[config.mk]
export PLATFORM = sky130hd
export DESIGN_NAME = if_stage_fetch
export DESIGN_NICKNAME = d
export VERILOG_FILES = /design/src/rtl/if_stage_fetch.sv
export SDC_FILE = /design/constraint.sdc
export NUM_CORES = 1
export LEC_CHECK = 0
export CAP_MARGIN = 20
export CORE_MARGIN = 1
export CORE_UTILIZATION = 43
export CTS_BUF_LIST = sky130_fd_sc_hd__clkbuf_8
export DETAILED_ROUTE_END_ITERATION = 10
export HOLD_SLACK_MARGIN = 0.02
export PLACE_DENSITY = 0.79
export SETUP_SLACK_MARGIN = 0.05
export SYNTH_ARGS = -nofsm -noshare
export SYNTH_HDL_FRONTEND = slang
export SYNTH_SLANG_ARGS = --single-unit
[constraint.sdc]
create_clock -name clk -period 4.2 [get_ports clk]
set_input_delay 0.84 -clock clk [delete_from_list [all_inputs] [get_ports clk]]
set_output_delay 0.84 -clock clk [all_outputs]
set_load 0.02 [all_outputs]
[src/rtl/if_stage_fetch.sv]
// Instruction-fetch stage: owns the PC, drives the instruction port and fills the
// IF/ID pipeline register; stops on the end-of-program word or a bad fetch address.
module if_stage_fetch #(
    parameter logic [31:0] RESET_PC   = 32'h0000_0000,
    parameter logic [31:0] ADDR_LIMIT = 32'h0000_2000,
    parameter logic [31:0] EOF_WORD   = 32'hFFFF_FFFF
) (
    input  logic        clk,
    input  logic        reset,
    input  logic        stall,
    input  logic        flush,
    input  logic        redirect,
    input  logic [31:0] redirect_pc,
    input  logic [31:0] instr,
    output logic [31:0] inst_addr,
    output logic [31:0] if_id_instr,
    output logic [31:0] if_id_pc,
    output logic [31:0] if_id_pc_plus4,
    output logic        if_id_valid,
    output logic        halted,
    output logic        fetch_fault
);
    typedef enum logic [1:0] {S_RUN = 2'd0, S_HALTED = 2'd1, S_FAULT = 2'd2} state_t;
    typedef enum logic [1:0] {A_HOLD = 2'd0, A_LOAD = 2'd1, A_BUBBLE = 2'd2} ifid_act_t;

    localparam logic [31:0] LAST_ADDR = ADDR_LIMIT - 32'd4;

    function automatic logic target_legal(input logic [31:0] t);
        return (t[1:0] == 2'b00) && (t <= LAST_ADDR);
    endfunction

    state_t      r_state;
    logic [31:0] r_pc;
    logic [31:0] r_instr;
    logic [31:0] r_ipc;
    logic [31:0] r_ipc4;
    logic        r_valid;
    logic        r_halted;
    logic        r_fault;

    logic [31:0] w_pc_plus4;
    logic        w_target_ok;
    logic        w_is_eof;
    logic        w_at_end;
    ifid_act_t   w_act;

    assign w_pc_plus4  = r_pc + 32'd4;
    assign w_target_ok = target_legal(redirect_pc);
    assign w_is_eof    = (instr == EOF_WORD);
    assign w_at_end    = (w_pc_plus4 > LAST_ADDR);

    assign inst_addr      = r_pc;
    assign if_id_instr    = r_instr;
    assign if_id_pc       = r_ipc;
    assign if_id_pc_plus4 = r_ipc4;
    assign if_id_valid    = r_valid;
    assign halted         = r_halted;
    assign fetch_fault    = r_fault;

    // Decide whether IF/ID holds, loads the fetched word, or takes a bubble this cycle.
    always_comb begin
        w_act = A_BUBBLE;
        case (r_state)
            S_RUN: begin
                if (redirect && !w_target_ok) begin
                    w_act = A_BUBBLE;
                end else if (flush) begin
                    w_act = A_BUBBLE;
                end else if (stall) begin
                    w_act = A_HOLD;
                end else if (!redirect && (w_is_eof || w_at_end)) begin
                    w_act = A_BUBBLE;
                end else begin
                    w_act = A_LOAD;
                end
            end
            S_HALTED: begin
                if (flush) begin
                    w_act = A_BUBBLE;
                end else if (stall) begin
                    w_act = A_HOLD;
                end else begin
                    w_act = A_BUBBLE;
                end
            end
            default: w_act = A_BUBBLE;
        endcase
    end

    // Fetch state machine, PC and the IF/ID pipeline register.
    always_ff @(posedge clk) begin
        if (reset) begin
            r_state  <= S_RUN;
            r_pc     <= RESET_PC;
            r_halted <= 1'b0;
            r_fault  <= 1'b0;
            r_instr  <= 32'd0;
            r_ipc    <= 32'd0;
            r_ipc4   <= 32'd0;
            r_valid  <= 1'b0;
        end else begin
            case (r_state)
                S_RUN: begin
                    if (redirect && !w_target_ok) begin
                        r_state <= S_FAULT;
                        r_fault <= 1'b1;
                    end else if (redirect) begin
                        r_pc <= redirect_pc;
                    end else if (stall) begin
                        r_pc <= r_pc;
                    end else if (w_is_eof) begin
                        r_state  <= S_HALTED;
                        r_halted <= 1'b1;
                    end else if (w_at_end) begin
                        r_state <= S_FAULT;
                        r_fault <= 1'b1;
                    end else begin
                        r_pc <= w_pc_plus4;
                    end
                end
                S_HALTED: begin
                    // A redirect out of HALTED recovers from an EOF fetched on a wrong path.
                    if (redirect && w_target_ok) begin
                        r_state  <= S_RUN;
                        r_halted <= 1'b0;
                        r_pc     <= redirect_pc;
                    end else if (redirect) begin
                        r_state  <= S_FAULT;
                        r_halted <= 1'b0;
                        r_fault  <= 1'b1;
                    end else begin
                        r_pc <= r_pc;
                    end
                end
                S_FAULT: begin
                    r_fault <= 1'b1;
                end
                default: begin
                    r_state  <= S_FAULT;
                    r_halted <= 1'b0;
                    r_fault  <= 1'b1;
                end
            endcase

            case (w_act)
                A_LOAD: begin
                    r_instr <= instr;
                    r_ipc   <= r_pc;
                    r_ipc4  <= w_pc_plus4;
                    r_valid <= 1'b1;
                end
                A_BUBBLE: begin
                    r_instr <= 32'd0;
                    r_ipc   <= 32'd0;
                    r_ipc4  <= 32'd0;
                    r_valid <= 1'b0;
                end
                default: begin
                    r_instr <= r_instr;
                    r_ipc   <= r_ipc;
                    r_ipc4  <= r_ipc4;
                    r_valid <= r_valid;
                end
            endcase
        end
    end

endmodule
==> flow_summary.html <==
<table>
<tr><th>Metric</th><th>Value</th></tr>
<tr><th colspan="2">Placement</th></tr>
<tr><td>Instance area after placement</td><td>between 8000 and 9000 µm²</td></tr>
<tr><td>Cell count after placement</td><td>between 1000 and 1500</td></tr>
<tr><td>Half-perimeter wire length after detailed placement</td><td>around 13000 µm</td></tr>
<tr><td>IO Port Bufs</td><td>~200</td></tr>
<tr><td>Worst-case setup slack after placement</td><td>roughly 0.23 ns</td></tr>
<tr><td>Global placer's final weighted congestion</td><td>between 0.8 and 0.9</td></tr>
<tr><th colspan="2">Yosys</th></tr>
<tr><td>Synthesized instance count</td><td>slightly above 700</td></tr>
<tr><td>Top FF cell, synth</td><td>dfxtp_1</td></tr>
<tr><td>Average size of a mapped cell</td><td>8.44 µm²</td></tr>
<tr><td>Share of the synthesized area in the top cell type</td><td>43.1%</td></tr>
<tr><td>Number of warnings printed during yosys synthesis</td><td>0</td></tr>
<tr><td>Mapped Area</td><td>6080 µm²</td></tr>
<tr><td>Netlist cell types</td><td>just under 60</td></tr>
<tr><td>Seq/Total Area, Yosys</td><td>between 40% and 50%</td></tr>
<tr><td>Synth top area cells</td><td>dfxtp_1 43%, nor2_1 7.8%, nor3b_1 6.8%</td></tr>
<tr><td>Synthesized Nets</td><td>794</td></tr>
<tr><td>Number of flops mapped to enable cells by yosys</td><td>0</td></tr>
<tr><td>Async set or reset register ratio after synthesis</td><td>0%</td></tr>
<tr><td>Yosys reg bits</td><td>between 100 and 150</td></tr>
<tr><td>Largest area contributor in the synthesized netlist</td><td>dfxtp_1</td></tr>
<tr><th colspan="2">Clock network</th></tr>
<tr><td># clock sinks</td><td>about 130</td></tr>
<tr><td>Number of CTS-inserted buffers</td><td>17</td></tr>
<tr><td>CTS tree</td><td>yes</td></tr>
<tr><td>Register clock-pin slew on the reported worst setup and hold paths</td><td>0.08 ns</td></tr>
<tr><td>Hold-fix buffers, CTS</td><td>0</td></tr>
<tr><td>CTS Buffer Depth</td><td>2</td></tr>
<tr><td>Clk Latency, worst-skew pair</td><td>0.45 ns</td></tr>
<tr><td>Root buf cell</td><td>clkbuf_8</td></tr>
<tr><td>Depth of the CTS H-tree</td><td>4</td></tr>
<tr><th colspan="2">Setup path</th></tr>
<tr><td>Launching element of the worst setup path</td><td>inst_addr[2]$_SDFFE_PP0P_</td></tr>
<tr><td>Worst path arrival time</td><td>between 4 and 5 ns</td></tr>
<tr><td>Worst Setup Start Kind</td><td>flip-flop</td></tr>
<tr><td>Required time at the worst-slack endpoint</td><td>4.59 ns</td></tr>
<tr><td>Most prevalent standard cell on the critical path</td><td>buf_12</td></tr>
<tr><td>Register-to-Register Setup Slack</td><td>~0.34 ns</td></tr>
<tr><td>Worst setup EP type</td><td>flip-flop</td></tr>
<tr><td>Highest fanout seen on the critical path</td><td>27</td></tr>
<tr><td>Cells along the critical path</td><td>ha_2 &gt; xor2_1 &gt; o2111a_1 &gt; nand4_1 &gt; o311ai_0 &gt; a211oi_2 &gt; and3_2 &gt; o2111ai_1 &gt; ha_4 &gt; buf_12 &gt; buf_12 &gt; nor3b_1 &gt; a21oi_1 &gt; nor2_1</td></tr>
<tr><td>Cell at the slowest stage of the critical path</td><td>o311ai_0</td></tr>
<tr><td>Classification of the worst setup path</td><td>flip-flop to flip-flop</td></tr>
<tr><td>Critical R2R Launch</td><td>inst_addr[2]$_SDFFE_PP0P_</td></tr>
<tr><td>CP peak stage delay</td><td>between 0.5 and 0.6 ns</td></tr>
<tr><th colspan="2">Timing</th></tr>
<tr><td>Max frequency</td><td>between 200 and 300 MHz</td></tr>
<tr><td>Clock tree skew after final layout</td><td>~0.011 ns</td></tr>
<tr><td>Transition time at the pin with the least slew margin</td><td>approximately 0.8 ns</td></tr>
<tr><td>RSZ-0062 raised after global routing</td><td>no</td></tr>
<tr><td>Final count of pins violating max slew</td><td>0</td></tr>
<tr><td>Fraction of the cycle the final worst path needs</td><td>91.9%</td></tr>
<tr><td>Final count of hold timing violations</td><td>0</td></tr>
<tr><td>Number of endpoints failing setup at the final stage</td><td>0</td></tr>
<tr><td>Shortest period the worst path allows</td><td>roughly 3.9 ns</td></tr>
<tr><td>Worst Slack Setup Final</td><td>0.340 ns</td></tr>
<tr><td>Min Hold Slack</td><td>0.492 ns</td></tr>
<tr><td>TNS Setup</td><td>0 ns</td></tr>
<tr><td>Worst max-slew margin expressed relative to the limit</td><td>between 40% and 50%</td></tr>
<tr><th colspan="2">Routing</th></tr>
<tr><td>Routed Antenna Nets</td><td>0</td></tr>
<tr><td>DRC violation count after routing</td><td>0</td></tr>
<tr><td>Average wire length per cell after detail routing</td><td>between 15 and 20 µm</td></tr>
<tr><td>Number of iterations in the first detailed-routing pass</td><td>7</td></tr>
<tr><td>Total number of vias</td><td>a little over 6000</td></tr>
<tr><td>Vias/cell</td><td>around 5.5</td></tr>
<tr><td>Total length of routed wires</td><td>roughly 19000 µm</td></tr>
<tr><td>Starting DRT DRC Count</td><td>between 300 and 400</td></tr>
<tr><th colspan="2">Flow run</th></tr>
<tr><td>Max_cap viols</td><td>0</td></tr>
<tr><th colspan="2">Power and ir drop</th></tr>
<tr><td>Internal power</td><td>about 2.0 mW</td></tr>
<tr><td>Overall Power</td><td>about 2.7 mW</td></tr>
<tr><td>Switching Fraction</td><td>roughly a quarter</td></tr>
<tr><td>Reg power frac</td><td>between 40% and 50%</td></tr>
<tr><td>Comb power frac</td><td>about an eighth</td></tr>
<tr><td>Part of the total power dissipated in the clock network</td><td>between 30 and 40%</td></tr>
<tr><td>Leakage power</td><td>approximately 3.2 nW</td></tr>
<tr><td>Worst IR Drop VDD</td><td>roughly 270 µV</td></tr>
<tr><td>Power density normalized to cell area</td><td>between 300 and 400 nW/µm²</td></tr>
<tr><td>Total net switching power</td><td>0.714 mW</td></tr>
<tr><th colspan="2">Floorplanning</th></tr>
<tr><td>Total number of placement rows</td><td>43</td></tr>
<tr><td>Die width</td><td>~120 µm</td></tr>
<tr><td>Top-Level Pins</td><td>200</td></tr>
<tr><td>Placeable core region</td><td>approximately 14000 µm²</td></tr>
<tr><td>Initial Util</td><td>a little over two fifths</td></tr>
<tr><td>Die Height</td><td>roughly 120 µm</td></tr>
<tr><td>Die footprint</td><td>~15000 µm²</td></tr>
<tr><th colspan="2">GRT</th></tr>
<tr><td>Global-route wire length before repair</td><td>slightly below 30000 µm</td></tr>
<tr><td>Total congestion overflow after global routing</td><td>0</td></tr>
<tr><td>Global routing usage summed across all routing layers</td><td>around a quarter</td></tr>
<tr><td>Number of global-route vias before repair</td><td>5732</td></tr>
<tr><td>Number of antenna violations at the first check in global routing</td><td>0</td></tr>
<tr><td>Maximum number of pins on one net before global-route repair</td><td>76</td></tr>
<tr><th colspan="2">Layout</th></tr>
<tr><td>Area delta synth-&gt;final</td><td>46.1%</td></tr>
<tr><td>Filler instances</td><td>1182</td></tr>
<tr><td>Diode count</td><td>0</td></tr>
<tr><td>Fraction of layout cells with a size suffix above 1</td><td>10.4%</td></tr>
<tr><td>Design Area, Final</td><td>approximately 8900 µm²</td></tr>
<tr><td>Post-layout nets</td><td>approximately 1000</td></tr>
<tr><td>Post-route core utilization</td><td>about 64%</td></tr>
<tr><td>Final non-filler cell total</td><td>1111</td></tr>
<tr><th colspan="2">Hold path</th></tr>
<tr><td>Tightest Hold Check Type</td><td>flip-flop to flip-flop</td></tr>
<tr><td>Hold path start</td><td>if_id_pc[9]$_SDFFE_PP0P_</td></tr>
<tr><th colspan="2">Outcome</th></tr>
<tr><td>Result of the run</td><td>completed</td></tr>
</table>
final cells by class:
class,instances,area [µm²],share of cell area (%)
multi-input combinational,516,3180,35.8
sequential,131,2620,29.5
timing repair buffer,243,2430,27.3
clock buffer,19,262,2.94
tap,180,225,2.53
clock inverter,13,134,1.51
inverter,9,33.8,0.380
final timing paths:
check | cells past startpoint | end
max reg2reg | 14 | if_id_instr[29]$_SDFFE_PP0P_
min reg2reg | 2 | if_id_pc[9]$_SDFFE_PP0P_
max | 14 | if_id_instr[29]$_SDFFE_PP0P_
min | 2 | if_id_pc[9]$_SDFFE_PP0P_
metal layers:
metal	vias to the layer above	track usage (%)	wire (µm)
met5	-	0	0
met4	0	9.95	416
met3	35	8.13	1550
met2	259	41.5	8620
met1	2853	32.4	7930
li1	2962	-	-
kinds of logic (layout without fill, tap and decap cells):
logic type | count (synthesis) | in the layout | share of synthesized area, %
compound gates | 141 | 141 | 15.2
mux | 10 | 10 | 1.67
buf+inv | 74 | 284 | 5.12
fa+ha+maj | 4 | 4 | 0.823
flops | 131 | 131 | 43.1
xor+xnor | 31 | 31 | 4.46
simple gates | 330 | 330 | 29.6
critical path, delay by kind of cell (launching register included):
kind	cells	cell delay (ns)
adders and majority gates	2	0.59
buffers and inverters	2	0.29
AOI/OAI and AO/OA	5	1.41
xor gates and xnor gates	1	0.28
and+or+nand+nor	4	0.79
DFF	1	0.43
state kept, by name, summed over array words and instances (netlist names):
register        flops
if_id_pc_plus4     30
halted              1
fetch_fault         1
r_state             2
if_id_instr        32
if_id_pc           32
if_id_valid         1
inst_addr          32
Yosys cell counts (10+ instances only):
master	count
buf_1	10
nand2_1	19
buf_2	10
xnor2_1	21
nor4_1	14
nor3b_1	55
clkbuf_1	39
a22oi_1	28
nand4_1	24
nor3_1	21
nor2_1	127
a21oi_1	75
and2_1	21
nand3_1	14
xor2_1	10
dfxtp_1	131
cell usage in the layout, fill, tap and decap left out, types with 3 or more instances in the layout:
master,Yosys,routed
a211o_1,4,4
a21oi_1,75,75
a22oi_1,28,28
a31oi_1,5,5
and2_1,21,21
and4_1,6,6
buf_12,0,9
buf_4,3,35
clkbuf_8,0,19
clkdlybuf4s50_1,0,198
clkinv_2,0,4
dfxtp_1,131,130
inv_1,9,10
mux2i_1,9,9
nand2_1,19,19
nand2b_1,7,7
nand3_1,14,14
nand4_1,24,24
nor2_1,127,126
nor3_1,21,21
nor3b_1,55,55
nor4_1,14,13
o211ai_1,3,3
o21ai_0,3,3
o311ai_2,3,3
or3_1,6,6
xnor2_1,21,21
xor2_1,10,10
what timing repair did:
action                                  in CTS  in global routing
buffers inserted                             0                  3
resized for setup                            0                  4
endpoints found under the setup margin       0                 94
power by group through the flow:
stage	sequential, mW	clock, mW	combinational (mW)
detailed placement	1.31	0	0.346
global route	1.28	1.13	0.380
finish	1.28	1.07	0.353
floorplan	1.33	0	0.147
CTS	1.28	1.08	0.347
global placement	1.31	0	0.343
(Power assumes the default switching activity.)
==> variant 1 (same settings) <==
Register the output `fetch_fault` once more, without a reset; this adds one clock of latency there. The other outputs are not delayed to match.
--- a/src/rtl/if_stage_fetch.sv
+++ b/src/rtl/if_stage_fetch.sv
@@ -55,7 +55,9 @@
     assign if_id_pc_plus4 = r_ipc4;
     assign if_id_valid    = r_valid;
     assign halted         = r_halted;
-    assign fetch_fault    = r_fault;
+    always_ff @(posedge clk) begin
+        fetch_fault <= r_fault;
+    end
 
     // Decide whether IF/ID holds, loads the fetched word, or takes a bubble this cycle.
     always_comb begin
Behaviour: not the same (Yosys sat finds a counterexample within 4 cycles, from zero or initial values and one cycle with reset high).
==> variant 1 against the unedited design <==
  * Sequential share of layout area grew 0.82 points
  * Worst hold slack lost 86 ps
  * Setup slack gained 4.2 ps
  * Wire length is essentially flat
  * Clock skew grew 2.6 ps
  * Critical path depth is the same
  * Synthesized area grew 0.33%
  * Sequential cell count grew 1
  * First-iteration DRC count grew 11%
  * Power shrank 4.3%
  * Design area shrank 2.0%
  * Critical endpoint is now if_id_pc_plus4[2]$_SDFFE_PP0P_
  * Largest cell class unchanged
  * Highest routed layer unchanged
==> variant 1: results (changes against the unedited design) <==
dp_hpwl_mm: 13.2  # -1.5%
syn-num-nets: 795  # +0.13%
wl_met2_mm: 8.58  # -0.46%
synthDistinctLibCells: 59  # unchanged
first_global_vias: 5663  # -1.2%
fin_skew_ps: 13.6  # +2.56 ps
n_fill_cell: 1217  # +3.0%
synth_warnings: 0  # unchanged
p_switching_uw: 708  # -0.79%
path_delay_family: "compound AO/OA/AOI/OAI gates"
grt_max_degree: 102  # +34%
hold_path_class: "flip-flop to flip-flop"
routed_wl_mm: 18.5  # about the same
top_layer: "met4"
grt_pass1_wl_mm: 29.1  # -1.2%
fin_nets: 979  # -1.2%
cp.arrival_ps: 4130  # -120 ps
pwr-share-clk: 0.372  # -0.023
whs_path_depth: 0  # -2
htreeDepth: 4  # unchanged
slowest_delay_ps: 600  # +30 ps
cp_max_fo: 68  # +150%
track_usage: 0.255  # -0.00412
synthAdderAreaFrac: 0.00820  # -0.0000270
use_met1: 0.320  # -0.00365
gr-usage-met3: 0.0822  # +0.000940
yosysSeqAreaShare: 0.433  # +0.00187
vdd_ir_drop_max_mv: 0.182  # -33%
drtIter0Drc: 431  # +11%
startpoint: "inst_addr[3]$_SDFFE_PP0P_"
numCtsBuffers: 17  # unchanged
synth_xor_area_frac: 0.0445  # -0.000146
endpoint: "if_id_pc_plus4[2]$_SDFFE_PP0P_"
synth-compound-area-share: 0.152  # -0.000499
drive_above_1_share: 0.0903  # -0.0139
internal-power_uw: 1880  # -5.6%
dr_wl_met3_mm: 1.69  # +8.7%
clkTransAtPathRegs_ps: 70
status: "complete, no violations"
post_cts_buffers: 0  # unchanged
min_from: "r_fault$_SDFFE_PP0P_"
synth_common_cells: "dfxtp_1, nor2_1, a21oi_1, nor3b_1, clkbuf_1"
root_buffer: "clkbuf_8"
min_to: "fetch_fault$_DFF_P_"
synth-main-ff-cell: "dfxtp_1"
firstDrtPassIters: 5  # -2
tightest_slew_ps: 1060  # +284 ps
yosys-top-cells-area: "dfxtp_1, nor2_1, nor3b_1"
gp_congestion: 0.926  # +4.4%
diodes: 0  # unchanged
vias: 6087  # -0.36%
seq-power_uw: 1290
r2r_slack_ps: 340
p_leak_uw: 0.00309  # -3.2%
muxShareOfSynthArea: 0.0166  # -0.0000546
drt-met1-wl_mm: 7.93  # about the same
grtUsageMet2: 0.409  # -0.00679
critPathSlowestCell: "or4_1"
pre_cts_ws_ps: 269  # +38.0 ps
[variant 1: cell count changes in the layout (fill, tap and decap cells not counted), sizes merged]
cell	change
buf	-13
bufinv	-2
clkbuf	+1
clkinv	-1
clkinvlp	+2
dfxtp	+1
[variant 1: layout make-up]
class,count,area [um^2],share of cell area
sequential,132,2640,0.303
clock buffer,20,275,0.0316
tap,180,225,0.0259
timing repair buffer,230,2270,0.261
multi-input combinational,516,3180,0.365
inverter,9,33.8,0.00388
clock inverter,12,80.1,0.00919
[variant 1: metrics by stage]
stage | hold WS [ps] | util | cells | cell area, um^2
CTS | 409 | 0.626 | 1099 | 8700
floorplan | 331 | - | 722 | 6100
global route | 423 | 0.628 | 1099 | 8710
global placement | 385 | 0.601 | 1067 | 8340
finish | 406 | 0.628 | 1099 | 8710
detailed placement | 384 | 0.601 | 1067 | 8340
[variant 1: timing repair]
item / CTS / global route
setup endpoints to repair: 0 / 53
endpoints found under the hold margin: 0 / 0
gates resized for setup: 0 / 3
==> variant 2 (config.mk and constraints unchanged) <==
Without the edit above. The parameter `EOF_WORD` goes from 32'hFFFF_FFFF to 32'h80000000.
--- a/src/rtl/if_stage_fetch.sv
+++ b/src/rtl/if_stage_fetch.sv
@@ -3,7 +3,7 @@
 module if_stage_fetch #(
     parameter logic [31:0] RESET_PC   = 32'h0000_0000,
     parameter logic [31:0] ADDR_LIMIT = 32'h0000_2000,
-    parameter logic [31:0] EOF_WORD   = 32'hFFFF_FFFF
+    parameter logic [31:0] EOF_WORD   = 32'h80000000
 ) (
     input  logic        clk,
     input  logic        reset,
Behaviour: not the same (Yosys sat finds a counterexample within 4 cycles, from zero or initial values and one cycle with reset high).
==> variant 2 against the unedited design <==
  * Critical path depth shrank 1
  * Setup slack gained 71 ps
  * Combinational power shrank 9.6%
  * Power is 4.7% higher
  * Highest routed layer unchanged
  * Sequential cell count did not move
  * Wire length down 3.1%
  * Worst hold slack got worse by 24 ps
  * Design area decreased by 2.2%
  * Critical path type unchanged
  * Synthesized area is essentially flat
  * The run now ends with DRC left
  * Core utilization decreased by 1.4 points
==> variant 2: results (changes against the unedited design) <==
status: "finished, violations left"
violations: "DRC"
async_reset_ff_frac: 0  # unchanged
gp_congestion: 0.850  # -4.1%
gr-usage-met3: 0.0681  # -0.0132
firstDrtPassIters: 8  # +1
slowest_delay_ps: 540  # -30 ps
syn-num-nets: 807  # +1.6%
pwr-share-clk: 0.436  # +0.041
antenna_found_initial: 0  # unchanged
htreeDepth: 4  # unchanged
root_buffer: "clkbuf_8"
fin_skew_ps: 10.4  # -0.669 ps
numCtsBuffers: 17  # unchanged
wl_per_cell_um: 16.3  # -1.9%
muxShareOfSynthArea: 0.00494  # -0.0117
use_met1: 0.308  # -0.0161
first_global_vias: 5625  # -1.9%
top_layer: "met4"
drcViolationCount: 2  # +2
path_delay_family: "simple AND/OR/NAND/NOR gates"
yosysSeqAreaShare: 0.431  # about the same
grtUsageMet2: 0.405  # -0.0104
cp.arrival_ps: 4090  # -160 ps
diodes: 0  # unchanged
vias_per_cell: 5.47  # -0.54%
critPathSlowestCell: "dfxtp_1"
synth-main-ff-cell: "dfxtp_1"
fin_nets: 978  # -1.3%
wl_met2_mm: 8.64  # +0.26%
portBuffers: 199  # unchanged
p_leak_uw: 0.00314  # -1.8%
post_cts_buffers: 0  # unchanged
synth_common_cells: "dfxtp_1, nor2_1, a21oi_1, nor3b_1, clkbuf_1"
synth_warnings: 0  # unchanged
seqPwrFrac: 0.451  # -0.023
grt_pass1_wl_mm: 28.2  # -4.2%
n_fill_cell: 1186  # +0.34%
yosys-top-cells-area: "dfxtp_1, nor2_1, a21oi_1"
clock_path_buffers: 2  # unchanged
vdd_ir_drop_max_mv: 0.205  # -24%
drt-met1-wl_mm: 7.80  # -1.7%
pre_cts_ws_ps: 218  # -13.4 ps
drive_above_1_share: 0.0752  # -0.0290
p_switching_uw: 680  # -4.7%
dr_wl_met3_mm: 1.22  # -22%
clk_latency_ps: 450  # about the same
slew_headroom: 0.295  # -0.186
cp_max_fo: 24  # -11%
drtIter0Drc: 471  # +21%
synthDistinctLibCells: 53  # -10%
synthAdderAreaFrac: 0.00823  # about the same
setup_tns_ps: 0  # unchanged
synth-compound-area-share: 0.155  # +0.00301
grt_max_degree: 73  # -3.9%
clkTransAtPathRegs_ps: 80  # about the same
synth_xor_area_frac: 0.0476  # +0.00292
track_usage: 0.247  # -0.0126
pg_clk_uw: 1230  # +15%
dp_hpwl_mm: 12.4  # -7.6%
==> variant 2: changes by cell type in the layout (fill, tap and decap cells not counted), moves of 5 or more <==
cell / delta
a21oi_1: +13
and2_1: -16
and3_1: +22
buf_12: -7
buf_4: -12
mux2i_1: -6
nand4_1: -13
nor4_1: +5
==> variant 2: layout make-up <==
| cell class | count | area, um^2 | area share |
|---|---|---|---|
| inverters | 7 | 26.3 | 0.00302 |
| multi-input cells | 525 | 3160 | 0.364 |
| repair buffers | 223 | 2190 | 0.253 |
| flip-flops and latches | 131 | 2620 | 0.302 |
| clock inverters | 12 | 186 | 0.0215 |
| clock buffers | 20 | 275 | 0.0317 |
| well taps | 180 | 225 | 0.0259 |
==> variant 2: timing repair <==
| item | 4_1_cts | 5_1_grt |
|---|---|---|
| setup endpoints to repair | 0 | 1 |
| hold buffers | 0 | 0 |
| gates resized for setup | 0 | 0 |
==> variant 2: final timing paths <==
kind	startpoint	end	slack [ps]	cells after the start
worst min register to register	if_id_pc_plus4[14]$_SDFFE_PP0P_	if_id_pc_plus4[14]$_SDFFE_PP0P_	470	2
worst max-delay path	inst_addr[4]$_SDFFE_PP0P_	if_id_pc[13]$_SDFFE_PP0P_	410	13
worst max register to register	inst_addr[4]$_SDFFE_PP0P_	if_id_pc[13]$_SDFFE_PP0P_	410	13
worst min-delay path	if_id_pc_plus4[14]$_SDFFE_PP0P_	if_id_pc_plus4[14]$_SDFFE_PP0P_	470	2
==> variant 2: through the flow <==
| stage | area (um^2) | cells |
|---|---|---|
| after floorplan | 6080 | 734 |
| after global placement | 8230 | 1066 |
| after detailed placement | 8230 | 1066 |
| after CTS | 8690 | 1098 |
| after global routing | 8690 | 1098 |
| final | 8690 | 1098 |
